<file path="src/rtl/fb_pkg.sv">
// fb_pkg: shared state encoding and frame constants for the frame-buffer scheduler
package fb_pkg;
  localparam int FRAME_PIXELS_DEF = 76800;
  localparam int RGB_W = 24;
  typedef enum logic [1:0] {IDLE, WRITE, PEND} state_t;
endpackage

</file>
<file path="src/rtl/edge_det.sv">
// edge_det: rising-edge detector; sys_clk/reset (async, active-low), d_i level in, rise_o one-cycle pulse
module edge_det (
  input  logic sys_clk,
  input  logic reset,
  input  logic d_i,
  output logic rise_o
);
  logic d_q;
  always_ff @(posedge sys_clk or negedge reset)
    if (!reset) d_q <= 1'b0;
    else d_q <= d_i;
  assign rise_o = d_i & ~d_q;
endmodule

</file>
<file path="src/rtl/fb_bank_sched.sv">
// fb_bank_sched: double-buffered frame writer; pixel stream in (pix_*), bank-tagged writes out (wr_*), display bank swapped on vblank, frame/error counters
module fb_bank_sched
  import fb_pkg::*;
#(
  parameter int FRAME_PIXELS = FRAME_PIXELS_DEF,
  parameter int ADDR_W = 17,
  parameter int TIMEOUT_CYC = 2000000
) (
  input  logic             sys_clk,
  input  logic             reset,
  input  logic             pix_valid,
  input  logic             pix_sof,
  input  logic [RGB_W-1:0] pix_data,
  output logic             pix_ready,
  input  logic             vblank,
  output logic             wr_en,
  output logic [ADDR_W:0]  wr_addr,
  output logic [RGB_W-1:0] wr_data,
  output logic             rd_bank,
  output logic [15:0]      frame_cnt,
  output logic [7:0]       err_cnt
);
  localparam int TO_W = $clog2(TIMEOUT_CYC + 1);
  localparam logic [ADDR_W-1:0] LAST = ADDR_W'(FRAME_PIXELS - 1);
  localparam logic [TO_W-1:0] TO_LAST = TO_W'(TIMEOUT_CYC - 1);
  if (64'(FRAME_PIXELS) > (64'd1 << ADDR_W)) begin : g_chk
    $fatal(1, "FRAME_PIXELS exceeds 2**ADDR_W");
  end
  state_t state_q;
  logic [ADDR_W-1:0] off_q, wr_off;
  logic [TO_W-1:0] to_q;
  logic rd_bank_q, wr_en_q, acc, rise;
  logic [15:0] frame_cnt_q;
  logic [7:0] err_cnt_q, err_d;
  logic [ADDR_W:0] wr_addr_q;
  logic [RGB_W-1:0] wr_data_q;
  edge_det u_vb (.sys_clk(sys_clk), .reset(reset), .d_i(vblank), .rise_o(rise));
  assign pix_ready = state_q != PEND;
  assign acc = pix_valid & pix_ready;
  // a start-of-frame pixel always lands at offset 0, whether it opens or restarts a frame
  assign wr_off = (state_q == IDLE || pix_sof) ? '0 : off_q;
  assign err_d = (err_cnt_q == 8'hFF) ? err_cnt_q : err_cnt_q + 8'd1;
  assign wr_en = wr_en_q;
  assign wr_addr = wr_addr_q;
  assign wr_data = wr_data_q;
  assign rd_bank = rd_bank_q;
  assign frame_cnt = frame_cnt_q;
  assign err_cnt = err_cnt_q;
  always_ff @(posedge sys_clk or negedge reset)
    if (!reset) begin
      state_q <= IDLE;
      off_q <= '0;
      to_q <= '0;
      rd_bank_q <= 1'b0;
      frame_cnt_q <= '0;
      err_cnt_q <= '0;
      wr_en_q <= 1'b0;
      wr_addr_q <= '0;
      wr_data_q <= '0;
    end else begin
      wr_en_q <= acc & (state_q == WRITE | pix_sof);
      wr_addr_q <= {~rd_bank_q, wr_off};
      wr_data_q <= pix_data;
      case (state_q)
        IDLE:
          if (acc & pix_sof) begin
            off_q <= ADDR_W'(1);
            to_q <= '0;
            state_q <= WRITE;
          end
        WRITE:
          if (acc) begin
            to_q <= '0;
            off_q <= wr_off + 1'b1;
            if (pix_sof) err_cnt_q <= err_d;
            else if (off_q == LAST) state_q <= PEND;
          end else if (to_q == TO_LAST) begin
            err_cnt_q <= err_d;
            to_q <= '0;
            state_q <= IDLE;
          end else to_q <= to_q + 1'b1;
        PEND:
          if (rise) begin
            rd_bank_q <= ~rd_bank_q;
            frame_cnt_q <= frame_cnt_q + 16'd1;
            state_q <= IDLE;
          end
        default: state_q <= IDLE;
      endcase
    end
endmodule

</file>
<file path="config.mk">
export PLATFORM = sky130hd
export DESIGN_NAME = fb_bank_sched
export DESIGN_NICKNAME = d
export VERILOG_FILES = /design/src/rtl/fb_pkg.sv /design/src/rtl/edge_det.sv /design/src/rtl/fb_bank_sched.sv
export SDC_FILE = /design/constraint.sdc
export NUM_CORES = 1
export LEC_CHECK = 0
export ABC_AREA = 1
export BUFFER_PORTS_ARGS = -buffer_cell sky130_fd_sc_hd__buf_2
export CORE_ASPECT_RATIO = 1.75
export CORE_MARGIN = 5
export CORE_UTILIZATION = 45
export CTS_BUF_LIST = sky130_fd_sc_hd__clkbuf_16
export CTS_CLUSTER_SIZE = 16
export DETAILED_ROUTE_END_ITERATION = 8
export MAX_ROUTING_LAYER = met4
export PLACE_DENSITY = 0.67
export SYNTH_ARGS = -nofsm -noshare
export SYNTH_HDL_FRONTEND = slang
export SYNTH_SLANG_ARGS = --single-unit
</file>
<file path="constraint.sdc">
create_clock -name sys_clk -period 1.8 [get_ports sys_clk]
set_input_delay 0.18 -clock sys_clk [delete_from_list [all_inputs] [get_ports sys_clk]]
set_output_delay 0.18 -clock sys_clk [all_outputs]
set_load 0.02 [all_outputs]
</file>
==> results.cfg <==
[die]
die_w_um = 88.7
die_h_um = 148
dieArea_um2 = 13100
core.rowCount = 50
initial_utilization_pct = 45.6
core_um2 = 10700
ioPinCount = 98

[cells_and_area]
nets = 730
area_delta_synth_final_pct = 26.9
finish.instance_area_um2 = 6200
final_cells = 833
antenna_cells = 0
drive_gt1_share_pct = 22.2
nFillCells = 974

[logic_synthesis]
synthTopCellsByArea = dfrtp_1, nand2_1, nand3_1, inv_1, nor2_1
synth.most_common_cell = nand2_1
synthArstFlopShare_pct = 100
syn_area_per_cell_um2 = 8.77
synth_top_area_share_pct = 55.9
synth.top_cells.by_count = nand2_1, dfrtp_1, inv_1
ys_seq_area_share_pct = 55.9
ys_warn_count = 0
synth_edf_count = 0
synth_top_area_cell = dfrtp_1
syn_nets = 589
synth_flop_cell = dfrtp_1
synth_area_um2 = 4880
synthDistinctLibCells = 30
syn_inst = 557
ys_seq_elements = 109

[worst_hold_path]
hold_depth = 3
hold_path_class = primary input to flip-flop
worstHoldStart = pix_sof
hold_end = wr_en

[pwr]
ir_worst_vdd_mv = 0.631
p_leak_nw = 3.14
cellPowerDensity_nw_per_um2 = 1060
fin_total_pwr_w = 0.00659

[place]
pre_cts_slack_ns = 0.0451
port_buffers = 97
dp_hpwl_mm = 9.14
place_area_um2 = 5620
dpl.cell_count = 791
gp_congestion = 0.979

[grt]
grt_usage_pct = 20.3
grt_overflow = 0
antenna_found_initial = 0
grt_first_pass_wirelength_mm = 20.2
grt_pass1_vias = 4418
grt_max_degree = 40

[critical_path]
reg2reg_to = off_q[12]
crit_required_ns = 2.04
reg2reg_from = state_q[0]
cp-end-kind = flip-flop
worstPathArrival_ns = 1.95
critPathKind = flip-flop to flip-flop
critPathMaxFanout = 10
r2r_slack_ns = 0.09
r2r_cells = 9
start_kind = flip-flop

[clocking]
numCtsBuffers = 9
cts_root_buf = clkbuf_16
clk_latency_ns = 0.35
clkSinkCount = 109
clock_path_buffers = 2
clk_pin_slew_worst_paths_ns = 0.07
htree_levels = 3
tritoncts = yes

[status]
run_status = finished clean

[detailed_routing]
wire_per_inst_um = 14.5
vias = 4175
drtIter0Drc = 212
via_per_inst = 5.01
drc_errors = 0
finalWirelength_mm = 12.0
drt_pre_antenna_iters = 4
ant_nets = 0

[timing]
max_slew_margin_pct = 64.8
fmax_mhz = 584
fin_skew_ns = 0.00608
finalSetupViolCount = 0
fin_crit_sh_pct = 95.2
hold_violations = 0
setup_slack_ns = 0.0863
worstMarginPinSlew_ns = 0.528
period_needed_ns = 1.71
rsz0062_at_grt = yes
slew_viol_final = 0

[flow_run]
drv_cap = 0
sequential cells by signal (all words and copies together) (netlist names):
signal     flops
wr_en          1
rd_bank        1
frame_cnt     16
wr_data       24
off_q         17
state_q        2
u_vb.d_q       1
err_cnt        8
to_q          21
wr_addr       18
cells in the final DEF, fill, tap and decap left out, drive strengths merged, types with 18 or more instances in the layout:
cell         instances
inv                 77
nor2                74
nand3               60
dfrtp              109
nand2              133
nand4               18
o21ai               26
dlygate4sd3         26
buf                109
kinds of logic after synthesis:
family,count (synthesis),share of synthesized area (%)
AOI/OAI and AO/OA,43,4.84
and+or+nand+nor,298,27.7
muxes,1,0.231
adders and majority gates,3,0.769
DFF,109,55.9
buffers and inverters,79,6.30
xor gates and xnor gates,24,4.30
worst max-delay path by stage:
stage / startpoint / endpoint / slack, ns / cells after the start
floorplan: err_cnt[0] / err_cnt[2] / 0.21 / 8
global placement: state_q[0] / off_q[14] / 0.09 / 9
detailed placement: state_q[0] / off_q[12] / 0.05 / 9
CTS: state_q[0] / off_q[12] / 0.04 / 9
global route: err_cnt[0] / err_cnt[2] / -0.01 / 9
finish: state_q[0] / off_q[12] / 0.09 / 9
area by class of cell:
cell class	count	area (µm²)	share of cell area [%]
clock buffer	9	225	3.63
clock inverter	7	67.6	1.09
inverter	74	278	4.48
multi-input combinational	369	1870	30.2
sequential	109	2730	44.0
tap	130	163	2.62
timing repair buffer	135	863	13.9
through the flow:
| step | util, % | setup TNS [ns] | hold WS, ns |
|---|---|---|---|
| 4_1_cts | 57.7 | 0 | 0.155 |
| 6_report | 57.9 | 0 | 0.171 |
| 3_5_place_dp | 52.5 | 0 | 0.195 |
| 2_1_floorplan | - | 0 | -0.116 |
| 3_3_place_gp | 52.5 | 0 | 0.195 |
| 5_1_grt | 57.9 | -0.0112 | 0.174 |
worst max-delay path, cell delays in order, from the launching register on:
cell and delay (ns):
dfrtp_1 0.44, inv_2 0.08, nand2_4 0.12, nand3_1 0.18, nor2_4 0.19, nand2_1 0.11, nor2_4 0.21, nand3_1 0.13
nand3_1 0.10, nand2_1 0.05
where the power goes:
part / switching, W / internal (W)
clock network: 0.000967 / 0.000977
registers: 0.000186 / 0.00268
logic: 0.00121 / 0.000578
total: 0.00236 / 0.00423
timing repair:
item                                   4_1_cts  5_1_grt
hold buffers                                26        0
setup endpoints to repair                    0       25
resized for setup                            0        6
endpoints found under the hold margin       61        0
buffers inserted                             0        0
routing by layer:
layer	share of wire [%]	wire (µm)	GRT usage [%]
met3	2.9	354	3.12
met2	58	7010	36.9
met5	0	0	-
met1	35	4180	20.2
met4	4.1	499	10.1
No activity file was read; power rests on OpenSTA's default activity.
